`config.mk`:
```
export PLATFORM = sky130hd
export DESIGN_NAME = usb_tx_seq_flat
export DESIGN_NICKNAME = d
export VERILOG_FILES = /design/src/rtl/usb_tx_pkg.sv /design/src/rtl/usb_tx_seq_if.sv /design/src/rtl/usb_tx_stuff_ctr.sv /design/src/rtl/usb_tx_seq.sv /design/src/flat_wrapper.sv
export SDC_FILE = /design/constraint.sdc
export NUM_CORES = 1
export LEC_CHECK = 0
export BUFFER_PORTS_ARGS = -buffer_cell sky130_fd_sc_hd__buf_2
export CAP_MARGIN = 20
export CORE_MARGIN = 2
export CORE_UTILIZATION = 57
export DETAILED_ROUTE_END_ITERATION = 7
export GPL_TIMING_DRIVEN = 0
export PLACE_DENSITY = 0.78
export SLEW_MARGIN = 20
export SYNTH_ARGS = -nofsm -noshare
export SYNTH_HDL_FRONTEND = slang
export SYNTH_SLANG_ARGS = --single-unit
export TNS_END_PERCENT = 30
```
`constraint.sdc`:
```
create_clock -name clk -period 1.9 [get_ports clk]
set_input_delay 0.095 -clock clk [delete_from_list [all_inputs] [get_ports clk]]
set_output_delay 0.095 -clock clk [all_outputs]
set_load 0.05 [all_outputs]
```
`src/rtl/usb_tx_pkg.sv`:
```
// usb_tx_pkg: shared state encoding, line constants and counter widths for the USB TX sequencer
package usb_tx_pkg;
  localparam logic [7:0] SYNC_PATTERN = 8'h80;
  localparam int STUFF_LEN = 6;
  localparam int EOP_SE0_BITS = 2;
  localparam int BIT_W = 3;
  localparam int ONES_W = $clog2(STUFF_LEN + 1);
  localparam logic [BIT_W-1:0] EOP_LAST = BIT_W'(EOP_SE0_BITS - 1);
  typedef enum logic [2:0] {IDLE, SYNC, DATA, STUFF, EOP_SE0, EOP_J} state_t;
endpackage

```
`src/rtl/usb_tx_seq_if.sv`:
```
// usb_tx_seq_if: SIE byte handshake (DataOut_i, TxValid_i from SIE; TxReady_o back to SIE)
interface usb_tx_seq_if;
  logic [7:0] DataOut_i;
  logic TxValid_i;
  logic TxReady_o;
  modport master(output DataOut_i, TxValid_i, input TxReady_o);
  modport slave(input DataOut_i, TxValid_i, output TxReady_o);
endinterface

```
`src/rtl/usb_tx_stuff_ctr.sv`:
```
// usb_tx_stuff_ctr: consecutive-ones counter; stuff_req flags the bit that completes a STUFF_LEN run (clk, rst, bit_en, din, clr -> stuff_req)
module usb_tx_stuff_ctr
  import usb_tx_pkg::*;
(
  input  logic clk,
  input  logic rst,
  input  logic bit_en,
  input  logic din,
  input  logic clr,
  output logic stuff_req
);
  logic [ONES_W-1:0] ones;
  always_ff @(posedge clk)
    if (!rst || clr) ones <= '0;
    else if (bit_en) ones <= din ? ones + ONES_W'(1) : '0;
  assign stuff_req = bit_en & din & (ones == ONES_W'(STUFF_LEN - 1));
endmodule

```
`src/rtl/usb_tx_seq.sv`:
```
// usb_tx_seq: USB TX sequencer emitting SYNC, stuffed LSB-first data and EOP per bit_en (clk, rst, bit_en, sie handshake -> bit_o, se0_o, oe_o)
module usb_tx_seq
  import usb_tx_pkg::*;
(
  input  logic         clk,
  input  logic         rst,
  input  logic         bit_en,
  usb_tx_seq_if.slave  sie,
  output logic         bit_o,
  output logic         se0_o,
  output logic         oe_o
);
  state_t state, state_n;
  logic [7:0] hold, hold_n;
  logic [BIT_W-1:0] bit_cnt, cnt_n;
  logic bit_n, se0_n, oe_n, ready, cnt_en, din, clr, stuff_req;
  assign cnt_en = bit_en & (state == SYNC || state == DATA || state == STUFF);
  assign din = (state != STUFF) & hold[0];
  assign clr = bit_en & (state == IDLE);
  assign sie.TxReady_o = ready & rst;
  usb_tx_stuff_ctr u_stuff (
    .clk(clk), .rst(rst), .bit_en(cnt_en), .din(din), .clr(clr), .stuff_req(stuff_req)
  );
  always_comb begin
    state_n = state;
    hold_n = hold;
    cnt_n = bit_cnt;
    bit_n = bit_o;
    se0_n = se0_o;
    oe_n = oe_o;
    ready = 1'b0;
    if (bit_en)
      case (state)
        IDLE: begin
          bit_n = sie.TxValid_i ? SYNC_PATTERN[0] : 1'b1;
          oe_n = sie.TxValid_i;
          se0_n = 1'b0;
          if (sie.TxValid_i) begin
            state_n = SYNC;
            hold_n = SYNC_PATTERN >> 1;
            cnt_n = BIT_W'(1);
          end
        end
        SYNC, DATA: begin
          bit_n = hold[0];
          hold_n = hold >> 1;
          cnt_n = bit_cnt + BIT_W'(1);
          if (stuff_req) state_n = STUFF;
          else if (bit_cnt == BIT_W'(7)) begin
            ready = sie.TxValid_i;
            state_n = sie.TxValid_i ? DATA : EOP_SE0;
            hold_n = sie.TxValid_i ? sie.DataOut_i : hold_n;
          end
        end
        STUFF: begin
          bit_n = 1'b0;
          ready = (bit_cnt == '0) & sie.TxValid_i;
          state_n = (bit_cnt != '0 || sie.TxValid_i) ? DATA : EOP_SE0;
          hold_n = ready ? sie.DataOut_i : hold;
        end
        EOP_SE0: begin
          bit_n = 1'b0;
          se0_n = 1'b1;
          cnt_n = bit_cnt + BIT_W'(1);
          state_n = (bit_cnt == EOP_LAST) ? EOP_J : EOP_SE0;
        end
        EOP_J: begin
          bit_n = 1'b1;
          se0_n = 1'b0;
          state_n = IDLE;
        end
        default: state_n = IDLE;
      endcase
  end
  always_ff @(posedge clk)
    if (!rst) begin
      state <= IDLE;
      hold <= '0;
      bit_cnt <= '0;
      bit_o <= 1'b1;
      se0_o <= 1'b0;
      oe_o <= 1'b0;
    end else begin
      state <= state_n;
      hold <= hold_n;
      bit_cnt <= cnt_n;
      bit_o <= bit_n;
      se0_o <= se0_n;
      oe_o <= oe_n;
    end
endmodule

```
`src/flat_wrapper.sv`:
```
// flat-port wrapper written by rule: the top's interface ports become plain ports
module usb_tx_seq_flat import usb_tx_pkg::*;
  (clk, rst, bit_en, bit_o, se0_o, oe_o, sie_DataOut_i, sie_TxValid_i, sie_TxReady_o);
  usb_tx_seq_if sie_i ();
  input  logic clk;
  input  logic rst;
  input  logic bit_en;
  output logic bit_o;
  output logic se0_o;
  output logic oe_o;
  input wire logic [$bits(sie_i.DataOut_i)-1:0] sie_DataOut_i;
  input wire logic [$bits(sie_i.TxValid_i)-1:0] sie_TxValid_i;
  output wire logic [$bits(sie_i.TxReady_o)-1:0] sie_TxReady_o;
  assign sie_i.DataOut_i = sie_DataOut_i;
  assign sie_i.TxValid_i = sie_TxValid_i;
  assign sie_TxReady_o = sie_i.TxReady_o;
  usb_tx_seq u_core (.clk(clk), .rst(rst), .bit_en(bit_en), .sie(sie_i), .bit_o(bit_o), .se0_o(se0_o), .oe_o(oe_o));
endmodule
```
; ---- Word-level counts from Yosys, hierarchy flattened
; Cells that the tools add are included.
; Widths: inputs -> output; s select.
[word_totals]
out_inout_bits = 4
wordCells = 72
ff_bits = 20
input_bits = 12
[classes]
reduce_logical = 22
n_bitwise = 7
muxes = 22
n_eq_ne = 12
add_sub_neg = 2
[ops]
columns = cell, count
row1 = $mux 8, 5
row2 = $pmux 8 s3, 1
row3 = $mux 3, 6
row4 = $eq 3x3->1 const B, 4
row5 = $pmux 3 s4, 1
row6 = $and 1x1->1, 7
row7 = $add 3x1->3 const B, 2
row8 = $eq 3x1->1 const B, 2
row9 = $eq 3x2->1 const B, 2
row10 = $logic_not 3->1, 2
row11 = $pmux 3 s2, 1
row12 = $reduce_and 2->1, 3
row13 = $reduce_and 3->1, 2
row14 = $reduce_bool 3->1, 2
row15 = $reduce_or 2->1, 3
row16 = $mux 1, 5
row17 = $logic_or 1x1->1, 4
row18 = $ne 2x2->1 const B, 2
row19 = $pmux 1 s2, 2
row20 = $pmux 1 s4, 1
row21 = $reduce_and 4->1, 1
row22 = $reduce_bool 2->1, 2
row23 = $reduce_bool 4->1, 1
row24 = $ne 3x1->1 const B, 1
row25 = 3 further kinds, 3

; ---- Logic depth before layout (Yosys ltp)
[depth]
word_depth = 10
depth_mapped = 8

; ---- Modules after synthesis
; A second synthesis with hierarchy kept.
[hier_totals]
cells_unflattened = 144
hier_area_um2 = 1276.2
[by_module_without_submodules]
columns = module, cells_per_inst, n_inst, area_each_um2
row1 = usb_tx_seq, 125, 1, 1101.1
row2 = usb_tx_stuff_ctr, 19, 1, 175.2

; ---- Least setup slack after synthesis
; No wires, ideal clock.
[synth_timing]
kind = register -> register
from = register u_core.bit_cnt[0]
to = register u_core.hold[0]
required_time_ns = 1.841
slack_ns = 0.081
stages_incl_launch_ff = 8
arrival_time_ns = 1.760
setup_ns = 0.059
period_less_slack_ns = 1.819
path_cell_list = dfxtp_1 inv_1 ha_1 nor2b_1 nand3_1 a21oi_2 and2_1 a221o_1
[synth_between]
elab_chain_len = 4
word_cells_on_any_way = 8
cone_classes = 2 x eq/ne / 3 x mux / 1 x bitwise / 2 x reduce/logical
[synth_rtl]
columns = element, line_no
row1 = start: declaration, usb_tx_seq.sv:15  ; logic [BIT_W-1:0] bit_cnt, cnt_n;
row2 = start signal: assignment, usb_tx_seq.sv:86  ; bit_cnt <= cnt_n;
row3 = $eq 3x3->1 or $logic_not 3->1 (tied branches), "usb_tx_seq.sv:49, usb_tx_seq.sv:57"
row4 = $mux 8 or $and 1x1->1 (tied branches), "usb_tx_seq.sv:49, usb_tx_seq.sv:57"
row5 = $mux 8 or $ne 2x2->1 (tied branches), --
row6 = $pmux 8 s3 or $reduce_and 4->1 (tied branches), --
row7 = end signal: assignment, usb_tx_seq.sv:85  ; hold <= hold_n;
row8 = end: declaration, usb_tx_seq.sv:14  ; logic [7:0] hold, hold_n;
; Several ways; a longest one is shown, not always the timed one.
; A chain may end at the register's enable or synchronous reset.

; ---- Worst setup path after layout
[layout_timing]
from = register u_core.hold[0]
to = register u_core.hold[0]
[layout_between]
elab_chain_len = 5
[layout_rtl]
columns = element, line_no
row1 = $and 1x1->1, usb_tx_seq.sv:18  ; assign din = (state != STUFF) & hold[0];
row2 = $and 1x1->1 (2 in a row), usb_tx_stuff_ctr.sv:16  ; assign stuff_req = bit_en & din & (ones == ONES_W'(STUFF_LEN - 1));
row3 = $mux 8, usb_tx_seq.sv:48  ; if (stuff_req) state_n = STUFF;
row4 = $pmux 8 s3, usb_tx_seq.sv:33  ; case (state)
; Every way passes these cells.

==> results.yml <==
clock_network:
  clock_latency_ns: 0.31
  numCtsBuffers: 3
  cts_tree: "yes"
  cts_sinks: 20
  htree_num_levels: 1
  clk_pin_slew_ns: 0.11
  cts_root_buffer: "clkbuf_4"
  ctsLongestPathBuffers: 2
route:
  m1WireLength_mm: 1.26
  drc: 0
  dr.pass1.iters: 4
  top_layer: "met4"
  wirelength_mm: 2.84
  drtIter0Drc: 47
  met2RoutedLength_mm: 1.38
  vias: 1198
  wire_per_inst_um: 14.3
  dr_wl_met3_um: 171
  vias_per_cell: 6.05
  drt.antenna.violating_nets: 0
critical_path:
  path_class: "flop to flop"
  cp_slowest_cell: "dfxtp_1"
  worstSetupStartpointType: "flop"
  critPathTopFamily: "compound AO/OA/AOI/OAI gates"
  max_stage_delay_ns: 0.52
  crit_required_ns: 2.10
  cp_cell_sequence: "nand4_1 -> o211ai_1 -> a21oi_4 -> buf_4 -> and2_1 -> a221o_1"
  cp_max_fo: 7
  end_kind: "flop"
  worstPathArrival_ns: 2.04
  critPathBufInv: 1
timing:
  tightest_slew_ns: 0.418
  max_freq_mhz: 543
  timing.slew.headroom_pct: 71.8
  grt_setup_unrepaired: "no"
  timing.hold.ws_ns: 0.0776
  slew_viol_final: 0
  layout_min_cycle_time_ns: 1.84
  worst_slack_ns: 0.0578
  fin_crit_sh_pct: 97.0
  final-setup-viol-count: 0
  finalClockSkew_ns: 0.00288
  final_hold_viol_count: 0
final_layout:
  drive_above_1_share_pct: 24.7
  mostFrequentLayoutCell: "dfxtp_1"
  num_antenna_cells: 0
  area_growth_pct: 14.7
  fin_area_um2: 1500
  final_util_pct: 68.5
  final_nets: 189
  layout_common_cells: "19 x dfxtp_1, 16 x nand2_1, 14 x buf_2, 12 x o21ai_0, 8 x and2_1"
  fillers: 177
global_routing:
  grt_max_degree: 17
  grt_pass1_wl_mm: 4.79
  gr-total-overflow: 0
  grt_usage_pct: 23.8
  grt_pass1_vias: 1051
  antenna_found_initial: 0
floorplanning:
  rows: 17
  start_util_pct: 59.7
  dieWidth_um: 51.9
  coreArea_um2: 2190
  io_pins: 16
  die_h_um: 51.9
  dieArea_um2: 2700
power:
  peakVddDrop_mv: 0.559
  comb_power_share_pct: 17.3
  p_switching_w: 0.000220
  leakagePower_nw: 0.615
  seqPwrFrac_pct: 52.4
  p_int_w: 0.000606
  swShare_pct: 26.6
  clkPwrFrac_pct: 30.3
  cellPowerDensity_nw_per_um2: 550
min_path:
  hold_class: "input port to flop"
logic_synthesis:
  netlist_instances: 149
  syn_area_per_cell_um2: 8.78
  yosys_warnings: 0
  synth-seq-area-share_pct: 30.6
  synth_top_cell_by_area: "dfxtp_1"
  synth_top_area_share_pct: 30.6
  synth_edf_count: 0
  synth_cell_types: 48
  synth_area_leaders: "dfxtp_1 31%, ha_1 5.7%, a221o_1 4.6%"
  synth_flop_cell: "dfxtp_1"
  yosys_register_bits: 20
  synth_nets: 167
  synthesis.area_um2: 1310
  synth-async-reset-ratio_pct: 0
placed_design:
  dp_hpwl_mm: 2.04
  place_ws_ns: -0.0132
  place_area_um2: 1410
  place.gp.congestion: 0.974
  portBuffers: 14
status:
  status: "complete, no violations"
run:
  max-cap-violations: 0
==> worst paths after layout <==
check	startpoint	endpoint	slack, ns	cells past startpoint
max reg2reg	u_core.hold[0]	u_core.hold[0]	0.06	6
min	sie_DataOut_i[4]	u_core.hold[4]	0.08	3
max	u_core.hold[0]	u_core.hold[0]	0.06	6
min reg2reg	u_core.oe_o	u_core.oe_o	0.48	2
==> flip-flops by register name (all words and copies together) (netlist names) <==
signal and flops:
u_core.state 3, u_core.oe_o 1, u_core.bit_o 1, u_core.u_stuff.ones 3, u_core.se0_o 1, u_core.bit_cnt 3
u_core.hold 8
==> layer usage <==
| layer | GRT usage [%] | vias to the layer above |
|---|---|---|
| met5 | 0 | - |
| met4 | 6.58 | 0 |
| met3 | 6.61 | 8 |
| met2 | 39.7 | 45 |
| met1 | 29.9 | 566 |
| li1 | - | 579 |
==> power by group through the flow <==
stage / Combinational (W) / Sequential, W / Clock (W)
finish: 0.000143 / 0.000433 / 0.000250
global route: 0.000157 / 0.000434 / 0.000281
CTS: 0.000138 / 0.000433 / 0.000256
detailed placement: 0.000138 / 0.000442 / 0
global placement: 0.000135 / 0.000442 / 0
floorplan: 0.0000919 / 0.000452 / 0
==> logic make-up (layout without fill, tap and decap cells) <==
logic type	count (synthesis)	count (layout)	synth area share (%)
buf+inv	15	36	8.13
simple gates	59	59	26.6
fa+ha+maj	6	6	5.74
mux	1	1	0.765
flops	20	20	30.6
compound gates	45	45	25.6
xor+xnor	3	3	2.58
==> repair_timing <==
action / in CTS / in global routing
buffers inserted: 0 / 3
setup endpoints to repair: 7 / 7
pin swaps: 0 / 3
hold buffers: 0 / 1
endpoints found under the hold margin: 0 / 1
resized for setup: 3 / 3
==> synth_stat cells, drive strengths merged (3+ instances only) <==
cell and instances:
a21boi 4, a21oi 6, a221o 6, and2 9
buf 9, dfxtp 20, ha 6, inv 4
nand2 16, nand3 6, nor2 8, nor2b 6
o211ai 3, o21ai 12, o41ai 3
==> through the flow <==
step | total power [W] | std cells | setup TNS, ns
floorplan | 0.000544 | 149 | 0
global placement | 0.000576 | 191 | 0
detailed placement | 0.000580 | 191 | -0.0274
CTS | 0.000827 | 194 | 0
global route | 0.000871 | 198 | 0
finish | 0.000826 | 198 | 0
==> worst min-delay path: cells and delay by family <==
| kind | cells | cell delay (ns) |
|---|---|---|
| AO/OA/AOI/OAI | 1 | 0.09 |
| AND/OR/NAND/NOR | 1 | 0.10 |
| buffers and inverters | 1 | 0.07 |
==> final cells by class <==
cell class                 instances  area (um^2)  area share (%)
multi-input combinational        114          817            54.4
tap                               28         35.0            2.33
timing repair buffer              18          109            7.25
inverter                           4         15.0            1.00
clock buffer                       4         36.3            2.42
sequential                        20          402            26.7
buffer                            10         87.6            5.83
No activity file was read; power rests on OpenSTA's default activity.
